==> src/rtl/data_sync_pkg.sv <==
// Shared definitions for the clock-domain-crossing blocks: handshake FSM
// encoding and the default synchronizer depth.
package data_sync_pkg;

  typedef enum logic {
    IDLE     = 1'b0,
    ACK_HOLD = 1'b1
  } sync_state_t;

  localparam int DEFAULT_NUM_STAGES = 2;

endpackage : data_sync_pkg

==> src/rtl/data_sync_sync_chain.sv <==
// Plain flop chain used to bring a level into a new clock domain; shared by
// the request path here and the acknowledge return path on the source side.
module sync_chain
  import data_sync_pkg::*;
#(
  parameter int NUM_STAGES = DEFAULT_NUM_STAGES,
  parameter int WIDTH      = 1
) (
  input  logic             clk,
  input  logic             rst,
  input  logic [WIDTH-1:0] d,
  output logic [WIDTH-1:0] q
);

  logic [NUM_STAGES-1:0][WIDTH-1:0] chain;

  // Stage 0 catches the asynchronous input; later stages give it time to settle.
  always_ff @(posedge clk or posedge rst) begin
    if (rst) begin
      chain <= '0;
    end else begin
      chain <= {chain[NUM_STAGES-2:0], d};
    end
  end

  assign q = chain[NUM_STAGES-1];

endmodule : sync_chain

==> src/rtl/data_sync.sv <==
// Destination-side receiver for a multi-bit bus: synchronizes the request
// level, captures the bus on its rising edge and holds a level acknowledge.
module data_sync
  import data_sync_pkg::*;
#(
  parameter int NUM_STAGES = DEFAULT_NUM_STAGES,
  parameter int BUS_WIDTH  = 8
) (
  input  logic                 clk,
  input  logic                 rst,
  input  logic [BUS_WIDTH-1:0] unsync_bus,
  input  logic                 bus_enable,
  output logic [BUS_WIDTH-1:0] sync_bus,
  output logic                 enable_pulse,
  output logic                 enable_ack,
  output logic                 busy
);

  logic        en_s;
  logic        en_d;
  logic        rise;
  sync_state_t state;

  sync_chain #(
    .NUM_STAGES (NUM_STAGES),
    .WIDTH      (1)
  ) u_en_sync (
    .clk (clk),
    .rst (rst),
    .d   (bus_enable),
    .q   (en_s)
  );

  // Clearing en_d on reset guarantees a request still high after reset is
  // seen as a fresh rising edge.
  always_ff @(posedge clk or posedge rst) begin
    if (rst) begin
      en_d <= 1'b0;
    end else begin
      en_d <= en_s;
    end
  end

  assign rise = en_s & ~en_d;

  // The bus is only sampled on the capture edge; the source guarantees it is
  // stable by then because the request has crossed the full chain.
  always_ff @(posedge clk or posedge rst) begin
    if (rst) begin
      state        <= IDLE;
      sync_bus     <= '0;
      enable_pulse <= 1'b0;
      enable_ack   <= 1'b0;
      busy         <= 1'b0;
    end else begin
      enable_pulse <= 1'b0;
      case (state)
        IDLE: begin
          if (rise) begin
            sync_bus     <= unsync_bus;
            enable_pulse <= 1'b1;
            enable_ack   <= 1'b1;
            busy         <= 1'b1;
            state        <= ACK_HOLD;
          end
        end
        ACK_HOLD: begin
          // A request that dips without en_s ever going low is the same request.
          if (!en_s) begin
            enable_ack <= 1'b0;
            busy       <= 1'b0;
            state      <= IDLE;
          end
        end
        default: begin
          enable_ack <= 1'b0;
          busy       <= 1'b0;
          state      <= IDLE;
        end
      endcase
    end
  end

endmodule : data_sync

==> config.mk <==
export PLATFORM = sky130hd
export DESIGN_NAME = data_sync
export DESIGN_NICKNAME = d
export VERILOG_FILES = /design/src/rtl/data_sync_pkg.sv /design/src/rtl/data_sync_sync_chain.sv /design/src/rtl/data_sync.sv
export SDC_FILE = /design/constraint.sdc
export NUM_CORES = 1
export LEC_CHECK = 0
export BUFFER_PORTS_ARGS = -buffer_cell sky130_fd_sc_hd__buf_2
export CAP_MARGIN = 10
export CORE_AREA = 4 4 41 43
export DETAILED_ROUTE_END_ITERATION = 8
export DIE_AREA = 0 0 45 47
export PLACE_DENSITY = 0.68
export SLEW_MARGIN = 25
export SYNTH_ARGS = -nofsm -noshare
export SYNTH_HDL_FRONTEND = slang
export SYNTH_SLANG_ARGS = --single-unit
==> constraint.sdc <==
create_clock -name clk -period 2.8 [get_ports clk]
set_clock_uncertainty 0.15 [all_clocks]
set_input_delay 0.14 -clock clk [delete_from_list [all_inputs] [get_ports clk]]
set_output_delay 0.14 -clock clk [all_outputs]
set_load 0.05 [all_outputs]
Word-level counts from Yosys, hierarchy flattened
Index checks and enable logic that the tools add are counted.

storage, ports and cells
  register bits after elaboration = 14
  input port bits = 11
  output and inout port bits = 11

cells by class
  eq/ne operators = 2
  muxes and demuxes = 7
  bitwise logic cells = 3
  reductions and logical operators = 2

operator list
  operator            number
  $mux 1              5
  $ne 2x2->1 const B  2
  $pmux 1 s2          2
  $reduce_and 2->1    2
  $not 1->1           2
  $and 1x1->1         1

Logic depth before layout (Yosys ltp)
Gate-level depths: netlist of the first run.

  word-level depth = 4
  mapped depth = 3
  depth with buffers taken out = 2

Cells and area by module
A second synthesis of the first run with hierarchy kept.

second synthesis, totals
  cells, all modules = 31
  area total of the unflattened synthesis = 536.8 um2

by module, submodules not included
  module      times used  cells each  area each (um2)  sequential area each (um2)
  data_sync   1           28          483.0            300.3
  sync_chain  1           3           53.8             50.0

Worst setup path before layout of the first run
Ideal clock, no wire load.

  kind = reg2reg
  start = register state
  end = register sync_bus[0]
  data arrival time = 1.030 ns
  path slack = 1.495 ns
  stages on the path, launching flop included = 4
  path buffers = 1
  period minus slack after synthesis = 1.305 ns
  path through = dfrtp_1 -> nor3b_2 -> buf_6 -> mux2_4

between the ends
  word-level cells in the longest chain between the ends = 2

RTL lines
  what                        line             source
  start, declared             data_sync.sv:22  sync_state_t state;
  start signal, assigned      data_sync.sv:50  state <= IDLE;
  start signal, assigned      data_sync.sv:64  state <= ACK_HOLD;
  start signal, assigned      data_sync.sv:72  state <= IDLE;
  $not 1->1 (no line)         n/a
  $reduce_and 2->1 (no line)  n/a
  end signal, assigned        data_sync.sv:60  sync_bus <= unsync_bus;
  end, declared               data_sync.sv:13  output logic [BUS_WIDTH-1:0] sync_bus,

Every way passes these cells.
A chain may end at the register's enable or synchronous reset.

Worst setup path in the final report of the first run
  start = register state
  end = register sync_bus[5]

The elaborated chain is that of the path after synthesis.

==> results.txt, run 1 <==
Die Wd: 45 um
Final Cycle Share: 63.01%
Mapped Area: 533.0 um^2
Crit path launch type: flip-flop
Commonest cells after routing, fill and taps aside: 21 x buf_2, 14 x dfrtp_1, 10 x dlygate4sd3_1, 8 x mux2_4, 3 x clkbuf_4
Iter 0 DRT Violations: 2
RD Place Congestion: 0.6405
Input/output buffers: 21
Clock Tree Root: clkbuf_4
Status: completed
Power Density: 753.8 mW/mm^2
Initial antenna violation count: 0
Clock slew at reported path FFs: 0.09 ns
Syn avg cell area: 17.77 um^2
Drt drc: 0
Peak VDD IR: 0.3525 mV
CP Class: reg -> reg
Vias per cell: 4.372
Setup crit end kind: flip-flop
Final Slew Violations: 0
Synth unique cells: 9
R2R Setup Slk: 1.04 ns
Die outline area: 0.002115 mm^2
Synth Register Bits: 14
Clock buffer depth: 2
Ant. Diodes: 0
First-pass GRT wire length: 1.607 mm
# fillers: 111
CTS tree: built
CTS buffer count: 3
Iteration count of the initial detailed-routing pass: 2
Crit path max fanout: 9
Tot GR Track Use: 11.33%
RSZ-0062 raised after global routing: no
Sink Count: 14
IO Count: 22
Final net count: 75
Design area: 774.5 um^2
Max Cap Viol: 0
Antenna viol nets, final: 0
Vias in the first global route: 349
Ys Warns: 0
Synthesized instance count: 30
Post-DP HPWL: 632.6 um
Static leakage: 0.3918 nW
Routed wire length: 988 um
Most common cell after layout, fill and taps aside: buf_2
Cell Area, Placed: 638.1 um^2
Relative slew slack: 41.55%
CP Data Required Time: 2.81 ns
Final Hold Vio Count: 0
Worst EP arrival: 1.78 ns
Setup Viol. Count Final: 0
Min Clock Period, post-route: 1.764 ns
Core area: 0.001301 mm^2
Initial Util: 40.96%
Via count: 341
Row cnt: 13
Hold WC Path Type: reg -> reg
Clock latency on the worst-skew pair: 0.27 ns
Mapped Nets: 41
Least-Margin Pin Slew: 0.8730 ns
Total gr overflow: 0
Maximum clock rate: 0.5668 GHz
Largest net degree at the start of global routing: 15
Setup TNS: 0 ns
Area grow syn2layout: 45.31%
Die Span Y: 47 um
Pwr Total: 583.8 uW
Layout cells sized above 1: 53.97%
Per-cell routed wire length: 12.67 um
Htree depth: 1
Seq/Total Area, Yosys: 65.73%
through the flow:
stage	worst slack [ns]	hold WS (ns)	util, %	instances
after global routing	0.9365	0.2380	59.52	78
after global placement	1.049	0.04418	49.04	64
after CTS	1.010	0.2085	59.52	78
after floorplan	1.495	-0.1208	-	30
final	1.036	0.2143	59.52	78
after detailed placement	1.024	0.05298	49.04	64
worst paths after layout:
kind / endpoint / cells past startpoint / start
max in group asynchronous: sync_bus[0] / 3 / rst
hold / removal: u_en_sync.q / 0 / u_en_sync.chain[0]
hold reg to reg: u_en_sync.q / 0 / u_en_sync.chain[0]
setup / recovery: sync_bus[5] / 2 / state
min in group asynchronous: u_en_sync.q / 3 / rst
setup reg to reg: sync_bus[5] / 2 / state
registers in the layout, indices dropped and copies added, names as in the netlist:
name,flops
enable_pulse,1
busy,1
u_en_sync.chain,1
en_d,1
u_en_sync.q,1
sync_bus,8
state,1
synthesized netlist by cell type, drive strengths merged:
library cell  instances  area [um^2]
o21bai                1        7.510
buf                   2        18.77
mux2                  8        120.1
nor3b                 1        12.51
dfrtp                14        350.3
inv                   2        7.510
a22o                  1        8.760
a21boi                1        7.510
critical path, cell delays in order, from the launching register on:
cell     delay, ns
dfrtp_1       0.41
nor3b_2       0.74
mux2_4        0.36
area by class of cell:
type	count	area [um^2]	area share, %
clock buffer	4	36.28	4.685
sequential	14	350.3	45.23
multi-input combinational	12	156.4	20.19
tap	15	18.77	2.423
inverter	2	7.507	0.9693
timing repair buffer	31	205.2	26.49
power by group:
part | internal, mW | switching, mW
Sequential | 0.230 | 0.0172
Combinational | 0.0667 | 0.127
Clock | 0.0790 | 0.0640
metal layers:
metal  GRT usage, %  part of all wire [%]  vias up  wire [um]
met5              0                     0        -          0
met4          5.263                     0        0          0
met3          3.448                   7.8        0         77
met1          14.59                    45      160        441
met2          17.51                    47       15        469
li1               -                     -      166          -
timing repair:
action,4_1_cts,5_1_grt
endpoints found under the hold margin,23,0
resized for setup,0,0
setup buffers,0,0
hold buffers,10,0
kinds of logic (layout without fill, tap and decap cells):
| kind of cell | Yosys count | in the layout | share of synthesized area [%] |
|---|---|---|---|
| buf+inv | 4 | 37 | 4.930 |
| flops | 14 | 14 | 65.73 |
| simple gates | 1 | 1 | 2.347 |
| compound gates | 3 | 3 | 4.461 |
| mux | 8 | 8 | 22.54 |
Power figures use the tool's default switching activity.
==> run 2: changes to the inputs <==
- CORE_AREA: 4 4 41 43 -> unset
- CORE_MARGIN: unset -> 4
- CORE_UTILIZATION: unset -> 39
- DIE_AREA: 0 0 45 47 -> unset
- PLACE_DENSITY: 0.68 -> 0.7
- clock period: 2.8 -> 1.6 ns (I/O delays scaled with it)
==> run 2 against run 1 <==
Against the previous run: power grew 64%; sequential power grew 74%; via count grew 0.29%; sequential share of layout area shrank 0.073 points.
==> results.txt, run 2 (synthesis results as in run 1) <==
Maximum clock rate: 0.7098 GHz
Peak VDD IR: 0.6338 mV
Vias in the first global route: 382
Setup crit end kind: flip-flop
CP cell instances: nor3b_2, buf_4, mux2_4
CTS tree: built
Hold WC Path Type: reg -> reg
Critical-path top delay cell: dfrtp_1
Power Density: 1232 mW/mm^2
Drt drc: 0
Pre-CTS WS: 0.1953 ns
Clock latency on the worst-skew pair: 0.26 ns
Post-layout util: 59.62%
CP Class: reg -> reg
Crit path launch type: flip-flop
Iteration count of the initial detailed-routing pass: 2
Largest delay share family, worst path: flip-flops
# fillers: 107
Iter 0 DRT Violations: 3
CP Data Required Time: 1.60 ns
Total gr overflow: 0
Die outline area: 0.002022 mm^2
RSZ-0062 raised after global routing: no
Die Wd: 44.97 um
Die Span Y: 44.97 um
Commonest cells after routing, fill and taps aside: 21 x buf_2, 14 x dfrtp_1, 10 x dlygate4sd3_1, 8 x mux2_4, 3 x clkbuf_4
Static leakage: 0.3951 nW
Max FFs per register: 8
Post-CTS Setup Bufs: 0
RD Place Congestion: 0.6248
First-pass GRT wire length: 1.600 mm
Min Clock Period, post-route: 1.409 ns
Final net count: 77
Final Cycle Share: 88.05%
Sink Count: 14
Antenna viol nets, final: 0
Area grow syn2layout: 45.54%
Setup Viol. Count Final: 0
Tot GR Track Use: 11.22%
Via count: 342
Initial Util: 40.96%
Core area: 0.001301 mm^2
Least-Margin Pin Slew: 0.5128 ns
Status: completed
Max stage delay on crit path: 0.40 ns
Clock Tree Root: clkbuf_4
Ant. Diodes: 0
Most common cell after layout, fill and taps aside: buf_2
Top reg by flops: sync_bus
CTS buffer count: 3
Max Cap Viol: 0
Initial antenna violation count: 0
Final Hold Vio Count: 0
Per-cell routed wire length: 12.22 um
Setup TNS: 0 ns
Worst EP arrival: 1.41 ns
Setup ws final: 0.1912 ns
IO Count: 22
Routed wire length: 965 um
Vias per cell: 4.329
Largest net degree at the start of global routing: 15
Input/output buffers: 21
Crit path max fanout: 6
Row cnt: 13
Clock buffer depth: 2
Relative slew slack: 65.77%
Worst Path Buf+Inv: 1
Htree depth: 1
Layout cells sized above 1: 54.69%
Final Slew Violations: 0
Clock slew at reported path FFs: 0.07 ns
## run 2: where the power goes
group	switching, mW	internal, mW	leakage (nW)	total (mW)
Combinational	0.221	0.120	0.216	0.341
Sequential	0.0278	0.403	0.166	0.431
Clock	0.0972	0.0869	0.0138	0.184
Total	0.346	0.609	0.395	0.956
## run 2: path summary, 6_finish.rpt
kind	start	to	slack (ns)	cells after the start
min in group asynchronous	rst	sync_bus[1]	0.23	3
worst min register to register	u_en_sync.chain[0]	u_en_sync.q	0.20	0
worst min-delay path	u_en_sync.chain[0]	u_en_sync.q	0.20	0
worst max-delay path	state	sync_bus[0]	0.19	3
max in group asynchronous	rst	sync_bus[4]	0.73	3
worst max register to register	state	sync_bus[0]	0.19	3
## run 2: timing repair
item                      4_1_cts  5_1_grt
hold endpoints to repair       23        0
resized for setup               0        0
hold buffers                   10        0
## run 2: layer usage
metal  global-route usage [%]  routed length [um]
met5                        0                   0
met2                    18.08                 503
met1                    13.52                 403
met4                    3.509                   0
met3                    4.781                  59
## run 2: final cells by class
cell class	instances	area, um^2	area share, %
Inverter	2	7.507	0.9677
Clock buffer	3	22.52	2.903
Multi-Input combinational cell	12	156.4	20.16
Timing Repair Buffer	33	220.2	28.39
Tap cell	15	18.77	2.419
Sequential cell	14	350.3	45.16
## run 2: through the flow
step | cells | hold WS [ns] | area (um^2) | power [mW]
after detailed placement | 66 | -0.01821 | 653.1 | 0.7633
after floorplan | 30 | -0.1808 | 533.0 | 0.6930
after global routing | 79 | 0.2222 | 775.7 | 0.9969
after CTS | 79 | 0.2046 | 775.7 | 0.9705
final | 79 | 0.2014 | 775.7 | 0.9559
after global placement | 66 | -0.01699 | 653.1 | 0.7608
